<file path="src/rtl/sinal_pkg.sv">
// Shared types, mode encodings and a width helper for the signal-light sequencer.
// Build option: SINAL_AMBER_EN enables the amber phase.
package sinal_pkg;

    typedef enum logic [1:0] {
        OFF   = 2'd0,
        GREEN = 2'd1,
        AMBER = 2'd2,
        FLASH = 2'd3
    } estado_t;

    localparam logic [1:0] MODO_CICLO = 2'b00;
    localparam logic [1:0] MODO_VERDE = 2'b01;
    localparam logic [1:0] MODO_PISCA = 2'b10;
    localparam logic [1:0] MODO_OFF   = 2'b11;

    // Longest phase length, used to size the per-channel tick counter.
    function automatic int unsigned max_ticks(input int unsigned a,
                                              input int unsigned b,
                                              input int unsigned c);
        int unsigned m;
        m = (a > b) ? a : b;
        return (m > c) ? m : c;
    endfunction

endpackage

</file>
<file path="src/rtl/sinal_canal.sv">
// One signal-light channel: OFF/GREEN/[AMBER]/FLASH sequencer driven by the shared tick.
// Build option: SINAL_AMBER_EN adds the amber phase and the amarelo output.
module sinal_canal
    import sinal_pkg::*;
#(
    parameter int unsigned GREEN_TICKS = 8,
    parameter int unsigned FLASH_HALF  = 1,
    parameter int unsigned FLASH_TICKS = 6,
`ifdef SINAL_AMBER_EN
    parameter int unsigned AMBER_TICKS = 2,
`endif
    parameter int unsigned PC_W        = 4
) (
    input  logic       clk,
    input  logic       rst,
    input  logic       tick,
    input  logic       en,
    input  logic [1:0] modo,
    output logic       verde,
    output logic       vermelho,
`ifdef SINAL_AMBER_EN
    output logic       amarelo,
`endif
    output logic       ciclo_fim
);

    localparam int unsigned HC_W = $clog2(FLASH_HALF + 1);

    estado_t         estado_q;
    logic [PC_W-1:0] pc_q;
    logic [HC_W-1:0] hc_q;
    logic            verde_fixo_q;
    logic            verde_q;
    logic            vermelho_q;
    logic            ciclo_fim_q;
`ifdef SINAL_AMBER_EN
    logic            amarelo_q;
`endif

    logic [PC_W-1:0] pc_inc;
    logic            desliga;
    logic            meio_fim;

    assign pc_inc   = pc_q + PC_W'(1);
    assign desliga  = !en || (modo == MODO_OFF);
    assign meio_fim = (hc_q == HC_W'(FLASH_HALF - 1));

    // Phase sequencer; a steady-green channel re-reads the mode on every tick,
    // every other phase only at its own end.
    always_ff @(posedge clk or posedge rst) begin
        if (rst) begin
            estado_q     <= OFF;
            pc_q         <= '0;
            hc_q         <= '0;
            verde_fixo_q <= 1'b0;
            verde_q      <= 1'b0;
            vermelho_q   <= 1'b0;
            ciclo_fim_q  <= 1'b0;
`ifdef SINAL_AMBER_EN
            amarelo_q    <= 1'b0;
`endif
        end else begin
            ciclo_fim_q <= 1'b0;
            if (desliga) begin
                estado_q     <= OFF;
                pc_q         <= '0;
                hc_q         <= '0;
                verde_fixo_q <= 1'b0;
                verde_q      <= 1'b0;
                vermelho_q   <= 1'b0;
`ifdef SINAL_AMBER_EN
                amarelo_q    <= 1'b0;
`endif
            end else begin
                case (estado_q)
                    OFF: begin
                        pc_q <= '0;
                        hc_q <= '0;
                        if (modo == MODO_PISCA) begin
                            estado_q   <= FLASH;
                            vermelho_q <= 1'b1;
                        end else begin
                            estado_q     <= GREEN;
                            verde_q      <= 1'b1;
                            verde_fixo_q <= (modo == MODO_VERDE);
                        end
                    end
                    GREEN: begin
                        if (tick) begin
                            if (verde_fixo_q) begin
                                if (modo == MODO_PISCA) begin
                                    estado_q     <= FLASH;
                                    verde_q      <= 1'b0;
                                    vermelho_q   <= 1'b1;
                                    hc_q         <= '0;
                                    pc_q         <= '0;
                                    verde_fixo_q <= 1'b0;
                                end else if (modo == MODO_CICLO) begin
                                    verde_fixo_q <= 1'b0;
                                end
                            end else if (pc_inc == PC_W'(GREEN_TICKS)) begin
                                pc_q <= '0;
                                if (modo == MODO_VERDE) begin
                                    verde_fixo_q <= 1'b1;
`ifdef SINAL_AMBER_EN
                                end else if (modo == MODO_CICLO) begin
                                    estado_q  <= AMBER;
                                    verde_q   <= 1'b0;
                                    amarelo_q <= 1'b1;
`endif
                                end else begin
                                    estado_q   <= FLASH;
                                    verde_q    <= 1'b0;
                                    vermelho_q <= 1'b1;
                                    hc_q       <= '0;
                                end
                            end else begin
                                pc_q <= pc_inc;
                            end
                        end
                    end
`ifdef SINAL_AMBER_EN
                    AMBER: begin
                        if (tick) begin
                            if (pc_inc == PC_W'(AMBER_TICKS)) begin
                                estado_q   <= FLASH;
                                amarelo_q  <= 1'b0;
                                vermelho_q <= 1'b1;
                                pc_q       <= '0;
                                hc_q       <= '0;
                            end else begin
                                pc_q <= pc_inc;
                            end
                        end
                    end
`endif
                    FLASH: begin
                        if (tick) begin
                            if (pc_inc == PC_W'(FLASH_TICKS)) begin
                                pc_q <= '0;
                                hc_q <= '0;
                                if (modo == MODO_PISCA) begin
                                    vermelho_q <= 1'b1;
                                end else begin
                                    estado_q     <= GREEN;
                                    vermelho_q   <= 1'b0;
                                    verde_q      <= 1'b1;
                                    ciclo_fim_q  <= 1'b1;
                                    verde_fixo_q <= (modo == MODO_VERDE);
                                end
                            end else begin
                                pc_q <= pc_inc;
                                if (meio_fim) begin
                                    hc_q       <= '0;
                                    vermelho_q <= ~vermelho_q;
                                end else begin
                                    hc_q <= hc_q + HC_W'(1);
                                end
                            end
                        end
                    end
                    default: begin
                        estado_q   <= OFF;
                        verde_q    <= 1'b0;
                        vermelho_q <= 1'b0;
                        pc_q       <= '0;
                        hc_q       <= '0;
                    end
                endcase
            end
        end
    end

    assign verde     = verde_q;
    assign vermelho  = vermelho_q;
    assign ciclo_fim = ciclo_fim_q;
`ifdef SINAL_AMBER_EN
    assign amarelo   = amarelo_q;
`endif

endmodule

</file>
<file path="src/rtl/sinal_intermitente_multi.sv">
// N-channel green/flashing-red light sequencer sharing one tick prescaler.
// Build option: SINAL_AMBER_EN adds an amber phase and the amarelo port.
module sinal_intermitente_multi
    import sinal_pkg::*;
#(
    parameter int unsigned N_CH        = 2,
    parameter int unsigned TICK_DIV    = 25000000,
    parameter int unsigned GREEN_TICKS = 8,
    parameter int unsigned FLASH_HALF  = 1,
    parameter int unsigned FLASH_TICKS = 6,
    parameter int unsigned AMBER_TICKS = 2
) (
    input  logic              clk,
    input  logic              rst,
    input  logic [N_CH-1:0]   en,
    input  logic [2*N_CH-1:0] modo,
    output logic [N_CH-1:0]   verde,
    output logic [N_CH-1:0]   vermelho,
`ifdef SINAL_AMBER_EN
    output logic [N_CH-1:0]   amarelo,
`endif
    output logic [N_CH-1:0]   ciclo_fim
);

    localparam int unsigned PS_W = $clog2(TICK_DIV);
    localparam int unsigned PC_W =
        $clog2(max_ticks(GREEN_TICKS, FLASH_TICKS, AMBER_TICKS) + 1);

    logic [PS_W-1:0] presc_q;
    logic            tick;

    assign tick = (presc_q == PS_W'(TICK_DIV - 1));

    // Free-running prescaler, independent of any channel enable.
    always_ff @(posedge clk or posedge rst) begin
        if (rst) begin
            presc_q <= '0;
        end else if (tick) begin
            presc_q <= '0;
        end else begin
            presc_q <= presc_q + PS_W'(1);
        end
    end

    for (genvar i = 0; i < int'(N_CH); i++) begin : g_canal
        sinal_canal #(
            .GREEN_TICKS (GREEN_TICKS),
            .FLASH_HALF  (FLASH_HALF),
            .FLASH_TICKS (FLASH_TICKS),
`ifdef SINAL_AMBER_EN
            .AMBER_TICKS (AMBER_TICKS),
`endif
            .PC_W        (PC_W)
        ) u_canal (
            .clk       (clk),
            .rst       (rst),
            .tick      (tick),
            .en        (en[i]),
            .modo      (modo[2*i +: 2]),
            .verde     (verde[i]),
            .vermelho  (vermelho[i]),
`ifdef SINAL_AMBER_EN
            .amarelo   (amarelo[i]),
`endif
            .ciclo_fim (ciclo_fim[i])
        );
    end

endmodule
</file>
<file path="config.mk">
export PLATFORM = sky130hd
export DESIGN_NAME = sinal_intermitente_multi
export DESIGN_NICKNAME = d
export VERILOG_FILES = /design/src/rtl/sinal_pkg.sv /design/src/rtl/sinal_canal.sv /design/src/rtl/sinal_intermitente_multi.sv
export SDC_FILE = /design/constraint.sdc
export NUM_CORES = 1
export LEC_CHECK = 0
export ABC_CLOCK_PERIOD_IN_PS = 3200
export BUFFER_PORTS_ARGS = -buffer_cell sky130_fd_sc_hd__buf_2
export CORE_UTILIZATION = 66
export CTS_CLUSTER_DIAMETER = 100
export DETAILED_ROUTE_END_ITERATION = 8
export PLACE_DENSITY = 0.9
export SLEW_MARGIN = 20
export SYNTH_ARGS = -nofsm -noshare
export SYNTH_HDL_FRONTEND = slang
export SYNTH_SLANG_ARGS = --single-unit
export TNS_END_PERCENT = 1
</file>
<file path="constraint.sdc">
create_clock -name clk -period 3.2 [get_ports clk]
set_input_delay 0.16 -clock clk [delete_from_list [all_inputs] [get_ports clk]]
set_output_delay 0.16 -clock clk [all_outputs]
set_load 0.05 [all_outputs]
</file>
# Word level (Yosys, flattened, before mapping)
# Index checks and enable logic that the tools add are counted.
[totals] reg_bits=47 latch_bits=0 ramBits=0 rom_bits=0 inputBits=8 word_cells=198 mem_count=0
[op_classes] addsub=5 multipliers=0 div_mod_pow=0 order_cmp=0 eq_ne=31 shifts=0 mux=123 bitwise_logic=2 n_reduce_logical=22
[ops] operator="2-to-1 mux 1 bit" count=76
[ops] operator="2-to-1 mux 4 bit" count=14
[ops] operator="2-to-1 mux 2 bit" count=20
[ops] operator="adder 25 x 1 -> 25 bit, second input constant" count=1
[ops] operator="== test 25 bit, second input constant" count=1
[ops] operator="2-to-1 mux 25 bit" count=1
[ops] operator="AND reduction 5 bit" count=4
[ops] operator="one-hot mux 1 bit (3 select lines)" count=6
[ops] operator="inequality test 4 bit, second input constant" count=4
[ops] operator="one-hot mux 4 bit (2 select lines)" count=2
[ops] operator="AND reduction 7 bit" count=2
[ops] operator="== test 2 bit, second input constant" count=6
[ops] operator="inequality test 3 x 1 -> 1 bit, second input constant" count=4
[ops] operator="inequality test 3 x 2 -> 1 bit, second input constant" count=4
[ops] operator="one-hot mux 2 bit (3 select lines)" count=2
[ops] operator="AND reduction 6 bit" count=2
[ops] operator="adder 4 x 1 -> 4 bit, second input constant" count=2
[ops] operator="== test 2 x 1 -> 1 bit, second input constant" count=4
[ops] operator="== test 4 x 3 -> 1 bit, second input constant" count=2
[ops] operator="== test 4 bit, second input constant" count=2
[ops] operator="logical NOT 2 bit" count=4
[ops] operator="inequality test 4 x 1 -> 1 bit, second input constant" count=2
[ops] operator="inequality test 4 x 2 -> 1 bit, second input constant" count=2
[ops] operator="AND reduction 4 bit" count=2
[ops] operator="7 further kinds" count=14

# Longest topological paths before layout
# Gate-level depths: netlist (run 1).
[depth] ltp_word=7 depth_mapped=9 mapped_depth_nobuf=8

# Cells and area by module
# From an unflattened synthesis (run 1), not the netlist that was laid out.
[unflattened] cells_unflattened=324 hier_area_um2=2957.8
[by_module_without_submodules] module="sinal_canal" n_inst=2 cells_per_inst=101 area_per_inst_um2=843.3 seq_area_each_um2=250.2
[by_module_without_submodules] module="sinal_intermitente_multi" n_inst=1 cells_per_inst=122 area_per_inst_um2=1271.2 seq_area_each_um2=625.6

# Least setup slack after synthesis (run 1)
# No wires, ideal clock.
[synth_path] kind="flip-flop to flip-flop" startpoint="register g_canal[0].u_canal.pc_q[0]" endpoint="register g_canal[0].u_canal.estado_q[1]" setup_ps=125 arrival_ps=1972 required_ps=3075 slack_ps=1103 path_stages_with_launch=7 n_path_buf=0 synth_period_minus_slack_ps=2097 cell_sequence="dfrtp_1 -> ha_1 -> or3b_2 -> o221ai_1 -> a31oi_1 -> a311oi_4 -> mux2_4"
[synth_via] elab_chain_len=4
[synth_rtl] element="start, declared" line="sinal_canal.sv:30" text="logic [PC_W-1:0] pc_q;"
[synth_rtl] element="start signal, assigned" line="sinal_canal.sv:118" text="pc_q <= pc_inc;"
[synth_rtl] element="start signal, assigned" line="sinal_canal.sv:152" text="pc_q <= pc_inc;"
[synth_rtl] element="adder 4 x 1 -> 4 bit *" line="sinal_canal.sv:44" text="assign pc_inc = pc_q + PC_W'(1);"
[synth_rtl] element="== test 4 bit / == test 4 x 3 -> 1 bit (equally long branches)" line="sinal_canal.sv:101, sinal_canal.sv:139"
[synth_rtl] element="inequality test 4 x 1 -> 1 bit (no line) / inequality test 3 x 1 -> 1 bit (equally long branches)"
[synth_rtl] element="AND reduction 7 bit (no line) *"
[synth_rtl] element="end signal, assigned" line="sinal_canal.sv:52" text="estado_q <= OFF;"
[synth_rtl] element="end signal, assigned" line="sinal_canal.sv:65" text="estado_q <= OFF;"
[synth_rtl] element="end signal, assigned" line="sinal_canal.sv:112" text="estado_q <= FLASH;"
[synth_rtl] element="end, declared" line="sinal_canal.sv:29" text="estado_t estado_q;"
# Every way passes the cells marked *; elsewhere a longest branch is shown, timed or not.
# A chain may end at the register's enable or synchronous reset.

# Worst setup path after layout (run 1)
[layout_path] startpoint="register g_canal[0].u_canal.estado_q[1]" endpoint="register g_canal[0].u_canal.verde_q"
[layout_via] elab_chain_len=3
[layout_rtl] element="start signal, assigned" line="sinal_canal.sv:52"
[layout_rtl] element="start signal, assigned" line="sinal_canal.sv:65"
[layout_rtl] element="start signal, assigned" line="sinal_canal.sv:80" text="estado_q <= FLASH;"
[layout_rtl] element="== test 2 x 1 -> 1 bit (tied with other cells)" line="sinal_canal.sv:75" text="case (estado_q)"
[layout_rtl] element="inequality test 4 bit (no line) (tied with other cells)"
[layout_rtl] element="AND reduction 6 bit (no line) / 2-to-1 mux 1 bit (equally long branches)"
[layout_rtl] element="end signal, assigned" line="sinal_canal.sv:69" text="verde_q <= 1'b0;"
[layout_rtl] element="end signal, assigned" line="sinal_canal.sv:84" text="verde_q <= 1'b1;"
[layout_rtl] element="end signal, assigned" line="sinal_canal.sv:93" text="verde_q <= 1'b0;"
[layout_rtl] element="end, declared" line="sinal_canal.sv:33" text="logic verde_q;"
# Parallel ways exist; a longest one is shown, timed or not.

==> impl_metrics.py, run 1 <==
metrics = {
    "global_route": {
        "grt_pass1_vias": 2373,
        "met1_usage_pct": 35.5,
        "grt_pass1_wl_mm": 10.5,
        "antenna_found_initial": 0,
        "grtUsageMet2_pct": 44.8,
        "top_usage_layer": "met2",
        "grtUsageTotal_pct": 27.1,
        "overflow": 0,
        "grt_util_met3_pct": 5.52,
        "grt_max_degree": 46,
    },
    "cts": {
        "cts_buffers": 5,
        "clkTransAtPathRegs_ns": 0.09,
        "cts_sinks": 45,
        "cts-resized-gates": 0,
        "cts_tree": "yes",
        "h-tree-depth": 2,
        "clock_latency_ns": 0.31,
        "postCtsSetupBuffers": 0,
        "max-clock-path-buffers": 2,
        "hold_buffers": 0,
        "cts_root_buffer": "clkbuf_8",
    },
    "yosys": {
        "synth_seq_cells": 45,
        "synth_compound_area_share_pct": 18.4,
        "synth_fa_ha_area_share_pct": 6.21,
        "ys.flop_type": "dfrtp_1",
        "syn_area_um2": 3020,
        "synth_commonest_cells": "dfrtp_1 (45), nand2_1 (36), nor2_1 (28)",
        "synth_top_family_by_area": "simple AND/OR/NAND/NOR gates",
        "synth.area.top_cells": "dfrtp_1 (37%), ha_1 (6.2%), nand2_1 (4.5%), nor2_1 (3.5%), o21ai_0 (3.1%)",
        "synth-edff-count": 0,
        "synth_top_area_share_pct": 37.3,
        "synth_nets": 357,
        "synthMuxAreaShare_pct": 2.24,
        "synth_cells": 334,
        "synth.most_common_cell": "dfrtp_1",
        "synthSimpleGateAreaFrac_pct": 25.8,
        "synthArstFlopShare_pct": 100,
        "synth_seq_area_share_pct": 37.3,
        "synth_xor_area_share_pct": 5.22,
        "yosys_warnings": 0,
        "syn_area_per_cell_um2": 9.04,
        "ys_types": 65,
        "synth.largest_area_cell": "dfrtp_1",
    },
    "route": {
        "wl_mm": 6.11,
        "antenna_left": 0,
        "first_pass_iters": 5,
        "wl_per_cell_um": 15.4,
        "routed_via_density": 6.32,
        "num_vias": 2502,
        "drc": 0,
        "drtIter0Drc": 284,
    },
    "setup_path": {
        "cp_num_buf_inv": 1,
        "crit-reg2reg-launch": "g_canal[0].u_canal.estado_q[1]",
        "crit_slowest_cell": "dfrtp_1",
        "crit_end": "g_canal[0].u_canal.verde",
        "crit_path_start": "g_canal[0].u_canal.estado_q[1]",
        "crit_path_end_kind": "register",
        "worstSetupPathType": "reg -> reg",
        "reg2reg_slack_ns": 0.80,
        "reg2reg_depth": 8,
        "path_cells": "inv_1 -> ha_1 -> nor2b_1 -> nand2_1 -> a31oi_1 -> o21bai_1 -> o21ai_0 -> o41ai_1",
        "critPathTopFamily": "compound AO/OA/AOI/OAI gates",
        "critPathRequiredTime_ns": 3.38,
        "setup.worst_path.start_class": "register",
        "r2r_end": "g_canal[0].u_canal.verde",
        "path_max_fanout": 10,
        "critPathArrivalTime_ns": 2.58,
        "cp_slowest_stage_delay_ns": 0.44,
        "crit_cells": 8,
    },
    "floorplan": {
        "die_w_um": 69.7,
        "coreArea_um2": 4380,
        "row_count": 24,
        "initial_core_util_pct": 68.9,
        "die_y_um": 69.7,
        "io_pins": 14,
        "dieArea_um2": 4850,
    },
    "run": {
        "cap_violations": 0,
    },
    "power_and_ir_drop": {
        "power.leakage_nw": 1.46,
        "powerDensity_nw_per_um2": 531,
        "vdd_drop_max_mv": 0.310,
    },
    "layout": {
        "fin_nets": 366,
        "syn_to_final_growth_pct": 5.55,
        "stdcell_area_um2": 3190,
        "diodes": 0,
        "instances_no_fill": 396,
        "drive_above_1_share_pct": 12.5,
    },
    "timing": {
        "fin_skew_ns": 0.0147,
        "slew_headroom_pct": 38.5,
        "tns_ns": 0,
        "worst_pin_slew_ns": 0.922,
        "period_minus_slack_ns": 2.40,
        "setup_ws_ns": 0.801,
        "rsz0062_at_grt": "false",
        "finalHoldViolCount": 0,
        "slew_viol_final": 0,
        "setup_viol": 0,
        "hold_ws_ns": 0.0433,
        "fin_crit_sh_pct": 75.0,
        "fmax_mhz": 417,
    },
    "placed_design": {
        "dpl_cell_area_um2": 3090,
        "portBuffers": 13,
        "dp_hpwl_mm": 4.48,
        "dp_slack_ns": 0.902,
        "place.gp.congestion": 0.870,
        "dpl.cell_count": 388,
    },
    "hold_path": {
        "min_path_type": "in -> async",
    },
    "outcome": {
        "status": "completed",
    },
}
metrics by stage:
stage	power, mW	utilization [%]
floorplan	1.19	-
global placement	1.27	70.4
detailed placement	1.30	70.4
CTS	1.69	72.7
global route	1.80	72.7
finish	1.69	72.7
worst register-to-register path, stage by stage, from the launching register on:
cell      delay, ns
dfrtp_1        0.44
inv_1          0.11
ha_1           0.39
nor2b_1        0.36
nand2_1        0.10
a31oi_1        0.34
o21bai_1       0.27
o21ai_0        0.17
o41ai_1        0.10
sequential cells by signal, summed over array words and instances, names as in the netlist:
register	cells
presc_q	25
g_canal.u_canal.pc_q	8
g_canal.u_canal.estado_q	4
g_canal.u_canal.ciclo_fim	2
g_canal.u_canal.verde	2
g_canal.u_canal.verde_fixo_q	2
g_canal.u_canal.vermelho	2
cell type report:
class	instances	area (µm²)
multi-input cells	259	1750
fillers	321	1200
flip-flops and latches	45	1130
clock buffers	7	96.3
repair buffers	16	87.6
well taps	52	65.1
inverters	16	60.1
clock inverters	1	5.00
report_power, final:
| part | switching [mW] | total (mW) | internal [mW] | leakage (nW) |
|---|---|---|---|---|
| sequential | 0.0525 | 0.671 | 0.618 | 0.607 |
| clock | 0.197 | 0.392 | 0.195 | 0.0542 |
| combinational | 0.405 | 0.629 | 0.224 | 0.803 |
cells in the final DEF (no fill, tap or decap), drive strengths merged, types with 5 or more instances in the layout:
| master | netlist | layout |
|---|---|---|
| nand3 | 14 | 14 |
| xor2 | 10 | 10 |
| nand2b | 9 | 9 |
| a21oi | 16 | 16 |
| nor2 | 28 | 28 |
| nor2b | 8 | 8 |
| o31ai | 5 | 5 |
| o41ai | 5 | 5 |
| clkbuf | 2 | 7 |
| o21ai | 21 | 21 |
| nand2 | 36 | 36 |
| ha | 15 | 15 |
| buf | 12 | 16 |
| nor3 | 8 | 8 |
| xnor2 | 8 | 8 |
| inv | 16 | 16 |
| nand4 | 6 | 6 |
| and3 | 9 | 9 |
| dfrtp | 45 | 45 |
routing by layer:
layer	part of all wire [%]	routed length [µm]	up-vias
li1	-	-	1206
met1	45	2760	1202
met4	1.8	111	0
met3	4.3	263	16
met2	49	2980	78
met5	0	0	-
cell families after synthesis:
| family | count (synthesis) |
|---|---|
| AO/OA/AOI/OAI | 78 |
| XOR/XNOR | 18 |
| adder cells (fa/ha/maj) | 15 |
| buffers and inverters | 30 |
| flip-flops | 45 |
| multiplexers | 6 |
| AND/OR/NAND/NOR | 142 |
worst min-delay path by stage:
stage,cells past startpoint,slack (ns),end,start
floorplan,3,0.37,g_canal[1].u_canal.verde_fixo_q,modo[2]
global placement,2,0.42,g_canal[0].u_canal.ciclo_fim,rst
detailed placement,2,0.42,g_canal[1].u_canal.pc_q[0],rst
CTS,2,0.08,g_canal[1].u_canal.pc_q[0],rst
global route,2,0.14,g_canal[0].u_canal.ciclo_fim,rst
finish,2,0.04,g_canal[1].u_canal.pc_q[0],rst
(Power assumes the default switching activity.)
==> run 2: changes to the inputs <==
Settings changed: ABC_CLOCK_PERIOD_IN_PS 3200 to 2350, CORE_UTILIZATION 66 to 62, PLACE_DENSITY 0.9 to 0.85.
Clock period 3.2 ns to 2.35 ns, I/O delays scaled along.
==> run 2 against run 1 <==
  * Wire length is 1.9% higher
  * Global-route usage fell by 0.64 points
  * Design area rose by 2.4%
  * Hold slack worse by 0.028 ns
  * Maximum frequency up 10%
  * Register-to-register slack worse by 0.63 ns
  * Setup slack worse by 0.63 ns
  * Combinational power up 45%
  * Clock skew fell by 0.0076 ns
  * Non-clock buffer count is 6 higher
  * Critical path depth down 1
  * Critical path type unchanged
  * Largest cell class unchanged
==> impl_metrics.py, run 2 (same netlist as run 1, synthesis figures left out) <==
metrics = {
    "global_route": {
        "grt_max_degree": 46,
        "grt_pass1_vias": 2389,
        "grt_pass1_wl_mm": 10.7,
        "met1_usage_pct": 36.3,
        "antenna_found_initial": 0,
        "top_usage_layer": "met2",
        "overflow": 0,
        "grt_util_met3_pct": 4.92,
        "grtUsageMet2_pct": 41.5,
        "grtUsageTotal_pct": 26.5,
    },
    "layout": {
        "syn_to_final_growth_pct": 8.08,
        "diodes": 0,
        "fin_nets": 372,
        "largest_reg_flops": 25,
        "final_cell_mix": "dfrtp_1 (45), nand2_1 (36), nor2_1 (28)",
        "final_common_cell": "dfrtp_1",
        "nFillCells": 361,
        "largestRegisters": "presc_q (25), g_canal.u_canal.pc_q (8), g_canal.u_canal.estado_q (4)",
        "drive_above_1_share_pct": 14.9,
        "top_register": "presc_q",
    },
    "setup_path": {
        "setup.worst_path.start_class": "register",
        "critPathRequiredTime_ns": 2.52,
        "reg2reg_depth": 7,
        "worstSetupPathType": "reg -> reg",
        "critPathArrivalTime_ns": 2.35,
        "crit_path_end_kind": "register",
        "path_max_fanout": 7,
    },
    "floorplan": {
        "coreArea_um2": 4690,
        "die_w_um": 71.8,
        "io_pins": 14,
        "dieArea_um2": 5150,
        "die_y_um": 71.8,
        "row_count": 25,
        "initial_core_util_pct": 64.4,
    },
    "power_and_ir_drop": {
        "powerDensity_nw_per_um2": 738,
        "power.leakage_nw": 1.50,
        "p_sw_share_pct": 37.7,
        "clockPowerShare_pct": 24.7,
        "seqPwrFrac_pct": 37.6,
        "p_switching_mw": 0.908,
        "vdd_drop_max_mv": 0.407,
        "combPwrFrac_pct": 37.8,
        "internal_power_mw": 1.50,
        "finalPower_mw": 2.41,
    },
    "cts": {
        "cts_tree": "yes",
        "h-tree-depth": 2,
        "cts_sinks": 45,
        "max-clock-path-buffers": 2,
        "cts_buffers": 5,
        "cts_root_buffer": "clkbuf_8",
        "hold_buffers": 0,
        "clkTransAtPathRegs_ns": 0.09,
        "clock_latency_ns": 0.30,
    },
    "timing": {
        "finalHoldViolCount": 0,
        "rsz0062_at_grt": "false",
        "worst_pin_slew_ns": 0.923,
        "fmax_mhz": 460,
        "tns_ns": 0,
        "hold_ws_ns": 0.0156,
        "fin_skew_ns": 0.00708,
        "slew_viol_final": 0,
        "fin_crit_sh_pct": 92.6,
        "slew_headroom_pct": 38.4,
        "setup_viol": 0,
        "period_minus_slack_ns": 2.18,
    },
    "placed_design": {
        "dp_hpwl_mm": 4.48,
        "portBuffers": 13,
        "place.gp.congestion": 0.848,
    },
    "route": {
        "wl_per_cell_um": 15.4,
        "drtIter0Drc": 226,
        "first_pass_iters": 5,
        "drc": 0,
        "antenna_left": 0,
        "wl_mm": 6.23,
        "num_vias": 2517,
        "routed_via_density": 6.23,
    },
    "run": {
        "cap_violations": 0,
    },
    "outcome": {
        "status": "completed",
    },
    "hold_path": {
        "min_path_type": "in -> async",
    },
}
run 2: cell count changes in the layout (fill, tap and decap cells not counted), sizes merged:
cell and change:
clkinvlp +1, buf +6, clkbuf -2, bufinv +1
run 2: timing repair:
| action | 4_1_cts | 5_1_grt |
|---|---|---|
| endpoints found under the hold margin | 0 | 0 |
| gates resized for setup | 0 | 3 |
| setup buffers | 0 | 1 |
| endpoints found under the setup margin | 0 | 8 |
run 2: path summary, 6_finish.rpt:
path / start / to / slack, ns
hold reg to reg: presc_q[4] / presc_q[4] / 0.48
setup reg to reg: g_canal[0].u_canal.pc_q[1] / g_canal[0].u_canal.verde / 0.17
hold / removal: rst / g_canal[0].u_canal.ciclo_fim / 0.02
min in group clk: modo[2] / g_canal[1].u_canal.verde_fixo_q / 0.19
max in group asynchronous: rst / presc_q[11] / 1.76
setup / recovery: g_canal[0].u_canal.pc_q[1] / g_canal[0].u_canal.verde / 0.17
run 2: power groups by stage:
stage	Combinational, mW	Sequential, mW	Clock [mW]
after detailed placement	0.880	0.920	0
final	0.909	0.904	0.594
after global placement	0.861	0.915	0
after global routing	1.01	0.913	0.638
after CTS	0.890	0.904	0.607
after floorplan	0.714	0.908	0
run 2: routing by layer:
layer	wire length (µm)	vias to the layer above
met5	0	-
met1	2980	1217
met2	2900	57
li1	-	1225
met3	200	18
met4	143	0
run 2: final cells by class:
| cell class | instances | area [µm²] | area share, % |
|---|---|---|---|
| Clock buffer | 5 | 68.8 | 2.11 |
| Clock inverter | 3 | 46.3 | 1.42 |
| Inverter | 16 | 60.1 | 1.84 |
| Multi-Input combinational cell | 259 | 1760 | 54.0 |
| Sequential cell | 45 | 1130 | 34.5 |
| Tap cell | 54 | 67.6 | 2.07 |
| Timing Repair Buffer | 22 | 133 | 4.06 |
run 2: worst max-delay path, cell delays in order (launching register included):
cell      delay (ns)
dfrtp_1         0.45
ha_2            0.25
or3b_2          0.44
o221ai_1        0.10
a31oi_1         0.18
o21bai_1        0.27
o21ai_0         0.24
o41ai_2         0.11
run 2: per-stage QoR:
| stage | worst slack, ns | instance area, µm² | utilization [%] | cells |
|---|---|---|---|---|
| floorplan | 0.253 | 3020 | - | 334 |
| global placement | 0.153 | 3130 | 66.6 | 395 |
| detailed placement | 0.108 | 3130 | 66.6 | 395 |
| CTS | 0.0705 | 3240 | 69.1 | 403 |
| global route | 0.0105 | 3260 | 69.6 | 404 |
| finish | 0.175 | 3260 | 69.6 | 404 |
==> run 3: changes to the inputs <==
Settings changed: ABC_AREA from default to 1, PLACE_DENSITY 0.85 to 0.9.
==> run 3 against run 2 <==
  * Non-clock buffer count fell by 9
  * Synthesized cell count rose by 40%
  * Critical endpoint is now presc_q[18]
  * Largest power group is now sequential cells
  * Die area rose by 5.9%
  * Final cell count rose by 36%
  * Clock power fell by 4.9%
  * First-iteration DRC count rose by 20%
  * Design area rose by 4.5%
  * Total power fell by 1.2%
==> impl_metrics.py, run 3 <==
metrics = {
    "yosys": {
        "synth.most_common_cell": "nand2_1",
        "synth_commonest_cells": "nand2_1 (140), inv_1 (67), nor2_1 (60)",
        "ys.flop_type": "dfrtp_1",
        "synth-edff-count": 0,
        "syn_area_per_cell_um2": 6.83,
        "synth_nets": 492,
        "ys_types": 32,
        "synth_seq_cells": 45,
        "syn_area_um2": 3200,
        "synth.largest_area_cell": "dfrtp_1",
        "yosys_warnings": 0,
        "synth_cells": 469,
        "synth.area.top_cells": "dfrtp_1 (35%), nand2_1 (16%), inv_1 (7.9%), nor2_1 (7.0%), ha_1 (5.9%)",
        "synthArstFlopShare_pct": 100,
        "synth_top_area_share_pct": 35.2,
        "synth_seq_area_share_pct": 35.2,
    },
    "layout": {
        "largestRegisters": "presc_q (25), g_canal.u_canal.pc_q (8), g_canal.u_canal.estado_q (4)",
        "final_cell_mix": "nand2_1 (140), inv_1 (66), nor2_1 (60)",
        "syn_to_final_growth_pct": 6.48,
        "final_common_cell": "nand2_1",
        "drive_above_1_share_pct": 8.28,
        "diodes": 0,
        "post-route-util_pct": 70.3,
        "largest_reg_flops": 25,
        "nFillCells": 415,
        "fin_nets": 506,
        "top_register": "presc_q",
    },
    "power_and_ir_drop": {
        "power.leakage_nw": 1.78,
        "finalPower_mw": 2.38,
        "powerDensity_nw_per_um2": 697,
        "vdd_drop_max_mv": 0.731,
    },
    "cts": {
        "postCtsSetupBuffers": 0,
        "h-tree-depth": 2,
        "cts-resized-gates": 0,
        "cts_root_buffer": "clkbuf_8",
        "max-clock-path-buffers": 2,
        "clkTransAtPathRegs_ns": 0.08,
        "hold_buffers": 0,
        "cts_buffers": 5,
        "cts_sinks": 45,
        "cts_tree": "yes",
        "clock_latency_ns": 0.30,
    },
    "placed_design": {
        "dp_hpwl_mm": 5.41,
        "dp_slack_ns": 0.485,
        "place.gp.congestion": 0.928,
        "portBuffers": 13,
    },
    "route": {
        "wl_per_cell_um": 12.9,
        "drc": 0,
        "drtIter0Drc": 271,
        "num_vias": 3056,
        "first_pass_iters": 8,
        "antenna_left": 0,
        "routed_via_density": 5.56,
        "wl_mm": 7.10,
    },
    "setup_path": {
        "crit_slowest_cell": "dfrtp_1",
        "setup.worst_path.start_class": "register",
        "path_cells": "ha_1 -> nand3_2 -> inv_1 -> nand2_1 -> nor2_1 -> nand3_1 -> nor2_1 -> nand2_1 -> nand2_1 -> nor2_1",
        "reg2reg_slack_ns": 0.42,
        "worstSetupPathType": "reg -> reg",
        "critPathRequiredTime_ns": 2.54,
        "reg2reg_depth": 10,
        "crit_cells": 10,
        "critPathArrivalTime_ns": 2.12,
        "path_max_fanout": 7,
        "cp_num_buf_inv": 1,
        "critPathTopFamily": "simple AND/OR/NAND/NOR gates",
        "cp_slowest_stage_delay_ns": 0.46,
        "crit_path_end_kind": "register",
    },
    "timing": {
        "rsz0062_at_grt": "false",
        "setup_viol": 0,
        "tns_ns": 0,
        "finalHoldViolCount": 0,
        "fmax_mhz": 519,
        "slew_headroom_pct": 39.6,
        "fin_crit_sh_pct": 82.0,
        "setup_ws_ns": 0.422,
        "fin_skew_ns": 0.00846,
        "slew_viol_final": 0,
        "worst_pin_slew_ns": 0.905,
        "hold_ws_ns": 0.00894,
        "period_minus_slack_ns": 1.93,
    },
    "floorplan": {
        "row_count": 25,
        "initial_core_util_pct": 66.1,
        "dieArea_um2": 5460,
        "die_y_um": 73.9,
        "io_pins": 14,
        "die_w_um": 73.9,
        "coreArea_um2": 4850,
    },
    "global_route": {
        "grtUsageTotal_pct": 29.2,
        "antenna_found_initial": 0,
        "top_usage_layer": "met2",
        "grt_pass1_wl_mm": 12.4,
        "overflow": 0,
        "grt_pass1_vias": 2846,
        "grtUsageMet2_pct": 48.0,
        "grt_util_met3_pct": 5.62,
        "met1_usage_pct": 40.0,
        "grt_max_degree": 46,
    },
    "hold_path": {
        "min_path_type": "in -> async",
    },
    "outcome": {
        "status": "completed",
    },
    "run": {
        "cap_violations": 0,
    },
}
==> run 3: cell count changes after synthesis, moves of 5 or more <==
cell / before / now
nand2_1: 36 / 140
a21oi_1: 16 / 10
o31ai_1: 5 / 0
nor2_1: 28 / 60
o41ai_1: 5 / 0
xnor2_1: 8 / 3
and3_1: 7 / 0
nor2b_1: 8 / 0
o21ai_0: 19 / 13
nor3_1: 8 / 14
nand4_1: 5 / 18
nand3_1: 14 / 37
nand2b_1: 9 / 0
inv_1: 16 / 67
==> run 3: final cells by class <==
| cell class | instances | area (µm²) | share of cell area [%] |
|---|---|---|---|
| multi-input combinational | 347 | 1770 | 51.8 |
| sequential | 45 | 1130 | 33.0 |
| inverter | 71 | 267 | 7.81 |
| tap | 67 | 83.8 | 2.46 |
| clock buffer | 5 | 68.8 | 2.02 |
| timing repair buffer | 13 | 65.1 | 1.91 |
| clock inverter | 2 | 35.0 | 1.03 |
==> run 3: worst paths after layout <==
check,start,endpoint
worst max-delay path,presc_q[0],presc_q[18]
worst min-delay path,rst,g_canal[1].u_canal.verde
worst max register to register,presc_q[0],presc_q[18]
worst min register to register,g_canal[1].u_canal.verde,g_canal[1].u_canal.verde
max in group asynchronous,rst,presc_q[12]
min in group clk,modo[1],g_canal[0].u_canal.pc_q[1]
==> run 3: logic make-up after synthesis <==
| kind of cell | share of synthesized area [%] |
|---|---|
| and+or+nand+nor | 38.3 |
| DFF | 35.2 |
| buffers and inverters | 9.73 |
| AOI/OAI and AO/OA | 7.93 |
| adders and majority gates | 5.86 |
| xor gates and xnor gates | 3.01 |
==> run 3: where the power goes <==
| group | internal, mW | switching (mW) | leakage (nW) |
|---|---|---|---|
| Clock | 0.309 | 0.256 | 0.0540 |
| Combinational | 0.278 | 0.593 | 1.12 |
| Sequential | 0.851 | 0.0905 | 0.606 |
==> run 3: stage by stage <==
step	instances	cell area (µm²)
4_1_cts	550	3410
3_3_place_gp	543	3310
5_1_grt	550	3410
3_5_place_dp	543	3310
6_report	550	3410
2_1_floorplan	469	3200
==> run 3: routing by layer <==
metal	vias up	part of all wire, %
met5	-	0
met4	0	1.7
met3	19	5.7
met2	118	46
met1	1409	46
li1	1510	-
